**src/rtl/multi_cycle_ctrl.sv**
```systemverilog
// Control FSM for the multi-cycle MIPS datapath: sequences fetch/decode/execute/
// memory/writeback, counts retired instructions and flags unsupported opcodes.
module multi_cycle_ctrl (
    input  logic       clk,
    input  logic       reset,
    input  logic [5:0] opcode,
    input  logic       zero,
    output logic       regWrite,
    output logic       regDst,
    output logic       memToReg,
    output logic       memRead,
    output logic       memWrite,
    output logic       iorD,
    output logic       irWrite,
    output logic       aluSrcA,
    output logic [1:0] aluSrcB,
    output logic [1:0] aluOp,
    output logic [1:0] pcSource,
    output logic       pcEn,
    output logic [3:0] state,
    output logic [15:0] instCount,
    output logic       illegal
);
    typedef enum logic [3:0] {
        FETCH  = 4'd0,  DECODE = 4'd1,  MEMADR = 4'd2,  MEMRD  = 4'd3,
        MEMWB  = 4'd4,  MEMWR  = 4'd5,  EXEC   = 4'd6,  RWB    = 4'd7,
        BRANCH = 4'd8,  JUMP   = 4'd9,  ADDIEX = 4'd10, ADDIWB = 4'd11
    } stateT;

    localparam logic [5:0] opRtype = 6'b000000;
    localparam logic [5:0] opLw    = 6'b100011;
    localparam logic [5:0] opSw    = 6'b101011;
    localparam logic [5:0] opBeq   = 6'b000100;
    localparam logic [5:0] opJ     = 6'b000010;
    localparam logic [5:0] opAddi  = 6'b001000;

    stateT curState, nextState;
    logic  retire, badOp;
    logic  pcWrite, pcWriteCond;

    assign state = curState;

    // Next state; unused encodings 12-15 fall through to FETCH.
    always_comb begin
        nextState = FETCH;
        retire    = 1'b0;
        badOp     = 1'b0;
        case (curState)
            FETCH:  nextState = DECODE;
            DECODE: begin
                case (opcode)
                    opLw, opSw: nextState = MEMADR;
                    opRtype:    nextState = EXEC;
                    opBeq:      nextState = BRANCH;
                    opJ:        nextState = JUMP;
                    opAddi:     nextState = ADDIEX;
                    default:    badOp     = 1'b1;
                endcase
            end
            MEMADR: nextState = (opcode == opLw) ? MEMRD : MEMWR;
            MEMRD:  nextState = MEMWB;
            EXEC:   nextState = RWB;
            ADDIEX: nextState = ADDIWB;
            MEMWB, MEMWR, RWB, BRANCH, JUMP, ADDIWB: retire = 1'b1;
            default: nextState = FETCH;
        endcase
    end

    // Moore outputs; held low during reset so FETCH cannot load PC/IR.
    always_comb begin
        regWrite    = 1'b0;
        regDst      = 1'b0;
        memToReg    = 1'b0;
        memRead     = 1'b0;
        memWrite    = 1'b0;
        iorD        = 1'b0;
        irWrite     = 1'b0;
        aluSrcA     = 1'b0;
        aluSrcB     = 2'b00;
        aluOp       = 2'b00;
        pcSource    = 2'b00;
        pcWrite     = 1'b0;
        pcWriteCond = 1'b0;
        if (!reset) begin
            case (curState)
                FETCH: begin
                    memRead = 1'b1; irWrite = 1'b1; aluSrcB = 2'b01; pcWrite = 1'b1;
                end
                DECODE: aluSrcB = 2'b11;
                MEMADR, ADDIEX: begin
                    aluSrcA = 1'b1; aluSrcB = 2'b10;
                end
                MEMRD: begin
                    memRead = 1'b1; iorD = 1'b1;
                end
                MEMWB: begin
                    regWrite = 1'b1; memToReg = 1'b1;
                end
                MEMWR: begin
                    memWrite = 1'b1; iorD = 1'b1;
                end
                EXEC: begin
                    aluSrcA = 1'b1; aluOp = 2'b10;
                end
                RWB: begin
                    regWrite = 1'b1; regDst = 1'b1;
                end
                BRANCH: begin
                    aluSrcA = 1'b1; aluOp = 2'b01; pcWriteCond = 1'b1; pcSource = 2'b01;
                end
                JUMP: begin
                    pcWrite = 1'b1; pcSource = 2'b10;
                end
                ADDIWB: regWrite = 1'b1;
                default: ;
            endcase
        end
        pcEn = pcWrite | (pcWriteCond & zero);
    end

    always_ff @(posedge clk) begin
        if (reset) begin
            curState  <= FETCH;
            instCount <= 16'd0;
            illegal   <= 1'b0;
        end else begin
            curState <= nextState;
            if (retire) instCount <= instCount + 16'd1;
            if (badOp)  illegal   <= 1'b1;
        end
    end
endmodule

```
**config.mk**
```make
export PLATFORM = sky130hd
export DESIGN_NAME = multi_cycle_ctrl
export DESIGN_NICKNAME = d
export VERILOG_FILES = /design/src/rtl/multi_cycle_ctrl.sv
export SDC_FILE = /design/constraint.sdc
export NUM_CORES = 1
export LEC_CHECK = 0
export BUFFER_PORTS_ARGS = -buffer_cell sky130_fd_sc_hd__buf_2
export CORE_AREA = 4 4 61 63
export CTS_BUF_LIST = sky130_fd_sc_hd__clkbuf_8
export DETAILED_ROUTE_END_ITERATION = 7
export DIE_AREA = 0 0 65 67
export GPL_TIMING_DRIVEN = 0
export PLACE_DENSITY = 0.65
export SYNTH_ARGS = -nofsm -noshare
export SYNTH_HDL_FRONTEND = slang
export SYNTH_SLANG_ARGS = --single-unit
```
**constraint.sdc**
```tcl
create_clock -name clk -period 4.7 [get_ports clk]
set_input_delay 0.47 -clock clk [delete_from_list [all_inputs] [get_ports clk]]
set_output_delay 0.47 -clock clk [all_outputs]
set_load 0.02 [all_outputs]
```
==> impl_metrics.tcl, run 1 <==
set metrics [dict create \
    post_cts_buffers 0 \
    track_usage_pct 15.2 \
    crit_buf_inv 3 \
    finalMaxSlewViolations 0 \
    synth_area_um2 1240 \
    yosys_warnings 0 \
    rsz0062_at_grt "no" \
    clk_pin_slew_worst_paths_ns 0.08 \
    drive_gt1_share_pct 24.9 \
    leakagePower_uw 0.000662 \
    placement_rows 21 \
    ir_drop_v 0.000110 \
    cts.root.buffer_cell "clkbuf_8" \
    multi_input_area_um2 754 \
    fin_cells 255 \
    cpMostUsedCell "clkbuf_1" \
    drtAntennaViolNets 0 \
    power_density_nw_per_um2 217 \
    p_total_uw 337 \
    diodes 0 \
    clock_sinks 21 \
    first_pass_iters 4 \
    final_hold_viol_count 0 \
    grt_pass1_wl_um 5290 \
    max_freq_mhz 418 \
    ioPinCount 45 \
    maxSlewHeadroom_pct 66.2 \
    ys.flop_type "dfxtp_1" \
    htree_levels 1 \
    hold_path_class "reg -> reg" \
    fin_crit_sh_pct 51.0 \
    critPathMaxFanout 10 \
    drv_cap 0 \
    fin_crit_ns 2.39 \
    num_vias 1354 \
    ctsLongestPathBuffers 2 \
    yosysSeqAreaShare_pct 33.9 \
    synth-seq-cells 21 \
    cp_slowest_cell "dfxtp_1" \
    area.sequential_um2 420 \
    coreArea_um2 3230 \
    arrival_ns 1.92 \
    synthCells 162 \
    fin_setup_tns_ns 0 \
    crit_path_cell_trace "clkbuf_1 -> or2_2 -> clkbuf_1 -> nor2_1 -> a211o_1 -> buf_2" \
    critPathCaptureType "primary output" \
    post_synth.cell_area_avg_um2 7.65 \
    finalSetupViolations 0 \
    hpwl_um 2420 \
    area_delta_synth_final_pct 25.7 \
    max_stage_delay_ns 0.40 \
    routed_wl_um 3210 \
    overflow 0 \
    n_fill_cell 342 \
    synth_cell_types 38 \
    cp_top_family "buffers and inverters" \
    vias_per_cell 5.31 \
    drt_iter0_drc 43 \
    critPathRequiredTime_ns 4.23 \
    crit_type "reg -> out" \
    start_util_pct 38.3 \
    fin_area_um2 1560 \
    grt_max_degree 12 \
    routedWlPerCell_um 12.6 \
    die_y_um 67 \
    die_w_um 65 \
    fin_skew_ns 0.00212 \
    syn_nets 172 \
    fin_nets 220 \
    cts_tree "built" \
    cts_resized 0 \
    gp_congestion 0.821 \
    tightest_slew_ns 0.506 \
    drc 0 \
    grt_pass1_vias 1236 \
    io_buffers 43 \
    dp.cells 251 \
    cts_hold_buffers 0 \
    status "completed" \
    dieArea_um2 4360 \
    async_flop_share_pct 0 \
    cp-start-kind "flop" \
    place_area_um2 1510 \
    antenna_found_initial 0 \
    cts_buffers 3 \
    synth_edf_count 0 \
    clk_latency_ns 0.25 \
]
## layer usage
metal / up-vias / wire, um / track usage (%)
li1: 681 / - / -
met2: 48 / 1500 / 26.6
met4: 0 / 8 / 3.96
met3: 2 / 219 / 2.87
met1: 623 / 1480 / 19.0
met5: - / 0 / 0
## Yosys cell counts (7+ instances only)
library cell | n | area [um^2]
dfxtp_1 | 21 | 420
nor2_1 | 18 | 67.6
a21oi_1 | 12 | 60.1
nor3_1 | 12 | 60.1
nand3_1 | 8 | 40.0
o21ai_0 | 8 | 40.0
clkbuf_1 | 7 | 26.3
nand2_1 | 7 | 26.3
## sequential cells by signal, indices dropped and copies added (netlist names)
register / cells
instCount: 16
illegal: 1
state: 4
## worst min-delay path, cell delays in order (launching register included)
cell	delay (ns)
dfxtp_1	0.31
inv_1	0.05
o22ai_1	0.07
## placed cells by master, fill, tap and decap left out, types with 4 or more instances in the layout
cell	instances
buf_2	46
dfxtp_1	21
nor2_1	18
nor3_1	12
a21oi_1	12
o21ai_0	8
nand3_1	8
clkbuf_1	7
nand2_1	7
inv_1	6
nand2b_1	5
or3_1	5
nor4_1	5
xor2_1	5
o31ai_1	5
and3_1	4
or4_1	4
## final cells by class
class | instances | share of cell area, %
clock buffer | 3 | 2.65
sequential | 21 | 27.0
timing repair buffer | 43 | 13.8
tap | 46 | 3.70
multi-input combinational | 125 | 48.5
clock inverter | 1 | 0.241
inverter | 5 | 1.21
buffer | 11 | 2.89
## through the flow
stage	hold slack, ns	utilization, %	setup WS, ns
after floorplan	0.545	-	2.44
after global placement	0.463	46.8	2.37
after detailed placement	0.468	46.8	2.37
after CTS	0.480	48.2	2.28
after global routing	0.511	48.2	2.15
final	0.472	48.2	2.31
## final timing paths
| check | cells past startpoint | startpoint | slack, ns | end |
|---|---|---|---|---|
| max | 6 | state[2]$_SDFF_PP0_ | 2.31 | pcEn |
| min | 2 | illegal$_SDFFE_PP0P_ | 0.47 | illegal$_SDFFE_PP0P_ |
| max reg2reg | 6 | state[0]$_SDFF_PP0_ | 2.74 | instCount[15]$_SDFFE_PP0P_ |
| min reg2reg | 2 | illegal$_SDFFE_PP0P_ | 0.47 | illegal$_SDFFE_PP0P_ |
## where the power goes
group	internal [uW]	switching [uW]
Sequential	180	1.31
Clock	58.0	56.1
Combinational	14.1	28.0
## cells by family (layout without fill, tap and decap cells)
| kind of cell | count (synthesis) | count (layout) | synth area share [%] |
|---|---|---|---|
| AND/OR/NAND/NOR | 79 | 79 | 34.2 |
| AO/OA/AOI/OAI | 34 | 34 | 17.0 |
| flip-flops | 21 | 21 | 33.9 |
| buffers and inverters | 16 | 63 | 5.15 |
| XOR/XNOR | 9 | 9 | 6.97 |
| multiplexers | 2 | 2 | 1.72 |
| adder cells (fa/ha/maj) | 1 | 1 | 1.01 |
No activity file was read; power rests on OpenSTA's default activity.
==> inputs of run 2 (changes only) <==
--- a/config.mk
+++ b/config.mk
@@ -11,7 +11,7 @@
 export DETAILED_ROUTE_END_ITERATION = 7
 export DIE_AREA = 0 0 65 67
 export GPL_TIMING_DRIVEN = 0
-export PLACE_DENSITY = 0.65
+export PLACE_DENSITY = 0.68
 export SYNTH_ARGS = -nofsm -noshare
 export SYNTH_HDL_FRONTEND = slang
 export SYNTH_SLANG_ARGS = --single-unit
==> constraint.sdc (replaced) <==
create_clock -name clk -period 2.18 [get_ports clk]
set_input_delay 0.218 -clock clk [delete_from_list [all_inputs] [get_ports clk]]
set_output_delay 0.218 -clock clk [all_outputs]
set_load 0.02 [all_outputs]
==> impl_metrics.tcl, run 2 (synthesized netlist as in run 1, its figures left out) <==
set metrics [dict create \
    status "completed" \
    use_met1_pct 19.0 \
    track_usage_pct 15.0 \
    vias_per_cell 5.30 \
    die_w_um 65 \
    post_cts_buffers 0 \
    ioPinCount 45 \
    fin_util_pct 48.2 \
    tightest_slew_ns 0.523 \
    grt_max_degree 12 \
    drtAntennaViolNets 0 \
    ir_drop_v 0.000182 \
    drive_gt1_share_pct 25.8 \
    rsz0062_at_grt "no" \
    critPathRequiredTime_ns 1.96 \
    finalMaxSlewViolations 0 \
    drc 0 \
    power_density_nw_per_um2 470 \
    drt_iter0_drc 48 \
    grt-busiest-layer "met2" \
    max_freq_mhz 493 \
    ctsLongestPathBuffers 2 \
    crit_type "reg -> out" \
    coreArea_um2 3230 \
    grt_pass1_wl_um 5220 \
    fin_crit_ns 2.03 \
    critPathCaptureType "primary output" \
    cts_hold_buffers 0 \
    fin_nets 220 \
    area_delta_synth_final_pct 25.9 \
    leakagePower_uw 0.000669 \
    routedWlPerCell_um 12.9 \
    holdWs_ns 0.301 \
    final_cell_mix "buf_2 (46), dfxtp_1 (21), nor2_1 (18)" \
    num_vias 1351 \
    placement_rows 21 \
    grt_use_met3_pct 2.87 \
    largest_register_ffs 16 \
    start_util_pct 38.3 \
    die_y_um 67 \
    p_total_uw 733 \
    cts_buffers 3 \
    n_fill_cell 346 \
    maxSlewHeadroom_pct 65.2 \
    clock_sinks 21 \
    fin_skew_ns 0.00199 \
    final_hold_viol_count 0 \
    routed_wl_um 3290 \
    overflow 0 \
    layout_commonest_cell "buf_2" \
    critPathMaxFanout 10 \
    arrival_ns 1.81 \
    io_buffers 43 \
    fin_crit_sh_pct 93.0 \
    largest-register "instCount" \
    diodes 0 \
    use_met2_pct 25.5 \
    cp-start-kind "flop" \
    cts_tree "built" \
    clk_latency_ns 0.26 \
    grt_pass1_vias 1179 \
    cts.root.buffer_cell "clkbuf_8" \
    hpwl_um 2440 \
    gp_congestion 0.804 \
    fin_setup_tns_ns 0 \
    clk_pin_slew_worst_paths_ns 0.08 \
    antenna_found_initial 0 \
    hold_path_class "in -> reg" \
    dieArea_um2 4360 \
    drv_cap 0 \
    finalSetupViolations 0 \
    first_pass_iters 4 \
    htree_levels 1 \
]
-- run 2: cell type report --
cell class,count,area (um^2),share of cell area (%)
timing repair buffer,43,215,13.8
inverter,5,18.8,1.20
tap,46,57.6,3.69
buffer,11,47.5,3.05
clock inverter,1,3.75,0.241
sequential,21,420,27.0
clock buffer,3,41.3,2.65
multi-input combinational,125,754,48.4
-- run 2: metrics by stage --
stage	instances	setup slack [ns]	area [um^2]
finish	255	0.152	1560
global route	255	0.0205	1560
global placement	251	0.268	1510
floorplan	162	0.170	1240
detailed placement	251	0.247	1510
CTS	255	0.00218	1560
-- run 2: layer usage --
| metal | up-vias | routed length [um] |
|---|---|---|
| met5 | - | 0 |
| met4 | 0 | 15 |
| met3 | 2 | 208 |
| met2 | 53 | 1530 |
| met1 | 615 | 1530 |
| li1 | 681 | - |
-- run 2: what timing repair did --
action                                  CTS  global route
hold endpoints to repair                  0             0
endpoints found under the setup margin    0             3
resized for setup                         0             4
-- run 2: final timing paths --
path	startpoint	endpoint	slack, ns	depth (start not counted)
hold / removal	opcode[5]	illegal$_SDFFE_PP0P_	0.30	3
hold reg to reg	illegal$_SDFFE_PP0P_	illegal$_SDFFE_PP0P_	0.48	2
setup reg to reg	state[0]$_SDFF_PP0_	instCount[8]$_SDFFE_PP0P_	0.20	6
setup / recovery	state[2]$_SDFF_PP0_	memRead	0.15	5
-- run 2: critical path: stages (launching register included) --
cell	delay (ns)
dfxtp_1	0.35
clkbuf_2	0.20
or2_2	0.31
clkbuf_1	0.18
nor4_1	0.29
buf_2	0.21
-- run 2: power by group --
group | switching (uW) | leakage, uW | internal, uW
registers | 2.90 | 0.000170 | 388
clock network | 125 | 0.0000269 | 125
logic | 61.6 | 0.000472 | 30.5
==> inputs of run 3 (changes only) <==
==> config.mk (replaced) <==
export PLATFORM = sky130hd
export DESIGN_NAME = multi_cycle_ctrl
export DESIGN_NICKNAME = d
export VERILOG_FILES = /design/src/rtl/multi_cycle_ctrl.sv
export SDC_FILE = /design/constraint.sdc
export NUM_CORES = 1
export LEC_CHECK = 0
export ABC_AREA = 1
export BUFFER_PORTS_ARGS = -buffer_cell sky130_fd_sc_hd__buf_2
export CORE_AREA = 4 4 65 67
export CTS_BUF_LIST = sky130_fd_sc_hd__clkbuf_8
export DETAILED_ROUTE_END_ITERATION = 7
export DIE_AREA = 0 0 69 71
export GPL_TIMING_DRIVEN = 0
export PLACE_DENSITY = 0.65
export SYNTH_ARGS = -nofsm -noshare
export SYNTH_HDL_FRONTEND = slang
export SYNTH_SLANG_ARGS = --single-unit
==> impl_metrics.tcl, run 3 <==
set metrics [dict create \
    status "completed" \
    io_buffers 43 \
    drt_iter0_drc 50 \
    die_w_um 69 \
    synth-seq-cells 21 \
    synth_commonest_cells "nand2_1 (60), nor2_1 (48), inv_1 (34)" \
    clock_sinks 21 \
    cts_buffers 3 \
    final_hold_viol_count 0 \
    layout_commonest_cell "nand2_1" \
    cp_top_family "flip-flops" \
    start_util_pct 38.6 \
    hpwl_um 2720 \
    power_density_nw_per_um2 433 \
    largest_register_ffs 16 \
    yosys_warnings 0 \
    leakagePower_uw 0.000882 \
    placement_rows 22 \
    grt_max_degree 13 \
    netSwitchingFraction_pct 27.0 \
    drc 0 \
    drive_gt1_share_pct 23.5 \
    fin_skew_ns 0.00488 \
    clk_latency_ns 0.26 \
    cts.root.buffer_cell "clkbuf_8" \
    clock_power_share_pct 35.3 \
    syn_nets 240 \
    ir_drop_v 0.000207 \
    dr_wl_met2_um 1570 \
    finalMaxSlewViolations 0 \
    largest-register "instCount" \
    grt_pass1_vias 1339 \
    overflow 0 \
    synth_edf_count 0 \
    synthCells 230 \
    fin_nets 288 \
    yosysSeqAreaShare_pct 30.0 \
    fin_cells 325 \
    diodes 0 \
    vias_per_cell 4.60 \
    cts_hold_buffers 0 \
    synth_top_area_share_pct 30.0 \
    post_cts_buffers 0 \
    crit_buf_inv 3 \
    maxSlewHeadroom_pct 66.4 \
    grt_pass1_wl_um 5750 \
    p_int_uw 544 \
    async_flop_share_pct 0 \
    reg2reg_depth 8 \
    synthTopCellsByArea "dfxtp_1 (30%), nand2_1 (16%), nor2_1 (13%), inv_1 (9.1%), a21oi_1 (4.3%)" \
    first_pass_iters 4 \
    rsz0062_at_grt "no" \
    dieArea_um2 4900 \
    cp_slowest_cell "dfxtp_1" \
    crit_type "reg -> out" \
    routedWlPerCell_um 10.4 \
    cts_tree "built" \
    seq_power_share_pct 52.6 \
    post_synth.cell_area_avg_um2 6.10 \
    max_freq_mhz 559 \
    post-synth-top-count-cell "nand2_1" \
    hold_depth 4 \
    combPwrFrac_pct 12.1 \
    max_stage_delay_ns 0.40 \
    clk_pin_slew_worst_paths_ns 0.08 \
    synth_area_um2 1400 \
    critPathRequiredTime_ns 1.96 \
    synth_cell_types 33 \
    met1Wirelength_um 1630 \
    coreArea_um2 3630 \
    finalSetupViolations 0 \
    htree_levels 1 \
    fin_setup_tns_ns 0 \
    critPathMaxFanout 6 \
    ioPinCount 45 \
    drv_cap 0 \
    track_usage_pct 14.2 \
    wl_met3_um 115 \
    tightest_slew_ns 0.503 \
    area_delta_synth_final_pct 22.9 \
    fin_crit_ns 1.79 \
    ys.flop_type "dfxtp_1" \
    top_layer "met4" \
    die_y_um 71 \
    routed_wl_um 3370 \
    cts_resized 0 \
    crit_path_cell_trace "inv_2 -> nor2_4 -> inv_4 -> a21oi_1 -> nand2_1 -> o21ai_0 -> buf_2" \
    num_vias 1495 \
    drtAntennaViolNets 0 \
    hold_path_class "in -> reg" \
    antenna_found_initial 0 \
    final_cell_mix "nand2_1 (60), nor2_1 (48), buf_2 (45)" \
    yosys.area.top_type "dfxtp_1" \
    gp_congestion 0.788 \
    critPathCaptureType "primary output" \
    cp-start-kind "flop" \
    fin_crit_sh_pct 82.1 \
    ctsLongestPathBuffers 2 \
    cp_num_cells 7 \
    dp.cells 321 \
    arrival_ns 1.57 \
    switchingPower_uw 201 \
]
==> run 3: cell type report <==
class / instances / area, um^2
Fill cell: 407 / 1910
Clock buffer: 3 / 41.3
Clock inverter: 1 / 5.00
Inverter: 37 / 141
Sequential cell: 21 / 420
Buffer: 4 / 28.8
Multi-Input combinational cell: 168 / 812
Tap cell: 48 / 60.1
Timing Repair Buffer: 43 / 215
==> run 3: stage by stage <==
| stage | setup slack [ns] | utilization, % | hold WS (ns) | instance area (um^2) | total power [uW] |
|---|---|---|---|---|---|
| after floorplan | 0.582 | - | 0.432 | 1400 | 462 |
| final | 0.390 | 47.5 | 0.327 | 1720 | 746 |
| after global routing | 0.217 | 47.5 | 0.370 | 1720 | 779 |
| after detailed placement | 0.709 | 46.2 | 0.443 | 1680 | 492 |
| after CTS | 0.407 | 47.5 | 0.322 | 1720 | 753 |
| after global placement | 0.705 | 46.2 | 0.437 | 1680 | 492 |
==> run 3: worst register-to-register path, cell delays in order (launching register included) <==
cell     delay, ns
dfxtp_1       0.40
ha_1          0.21
inv_1         0.10
nor2_1        0.22
nand2_1       0.09
nand2_1       0.06
nand2_1       0.05
nand2_1       0.06
a21oi_2       0.05
==> run 3: power groups by stage <==
stage	logic [uW]	registers (uW)	clock network [uW]
floorplan	54.9	407	0
global placement	90.6	401	0
detailed placement	90.8	402	0
CTS	91.0	393	270
global route	101	394	285
finish	90.3	393	263
==> run 3: layer usage <==
metal,GRT usage (%),vias to the layer above
li1,-,814
met4,5.86,0
met3,2.70,4
met5,0,-
met1,17.7,653
met2,23.8,24
==> run 3: path summary, 6_finish.rpt <==
| check | from | to | slack [ns] |
|---|---|---|---|
| worst max-delay path | state[1]$_SDFF_PP0_ | aluSrcA | 0.39 |
| worst min-delay path | opcode[2] | state[1]$_SDFF_PP0_ | 0.33 |
| worst max register to register | instCount[1]$_SDFFE_PP0P_ | instCount[8]$_SDFFE_PP0P_ | 0.82 |
| worst min register to register | illegal$_SDFFE_PP0P_ | illegal$_SDFFE_PP0P_ | 0.45 |
==> run 3: cell families (layout without fill, tap and decap cells) <==
| kind of cell | count (synthesis) | after routing | share of synthesized area [%] |
|---|---|---|---|
| DFF | 21 | 21 | 30.0 |
| and+or+nand+nor | 138 | 138 | 44.2 |
| AOI/OAI and AO/OA | 27 | 27 | 11.5 |
| buffers and inverters | 41 | 88 | 12.1 |
| xor gates and xnor gates | 2 | 2 | 1.25 |
| adders and majority gates | 1 | 1 | 0.892 |
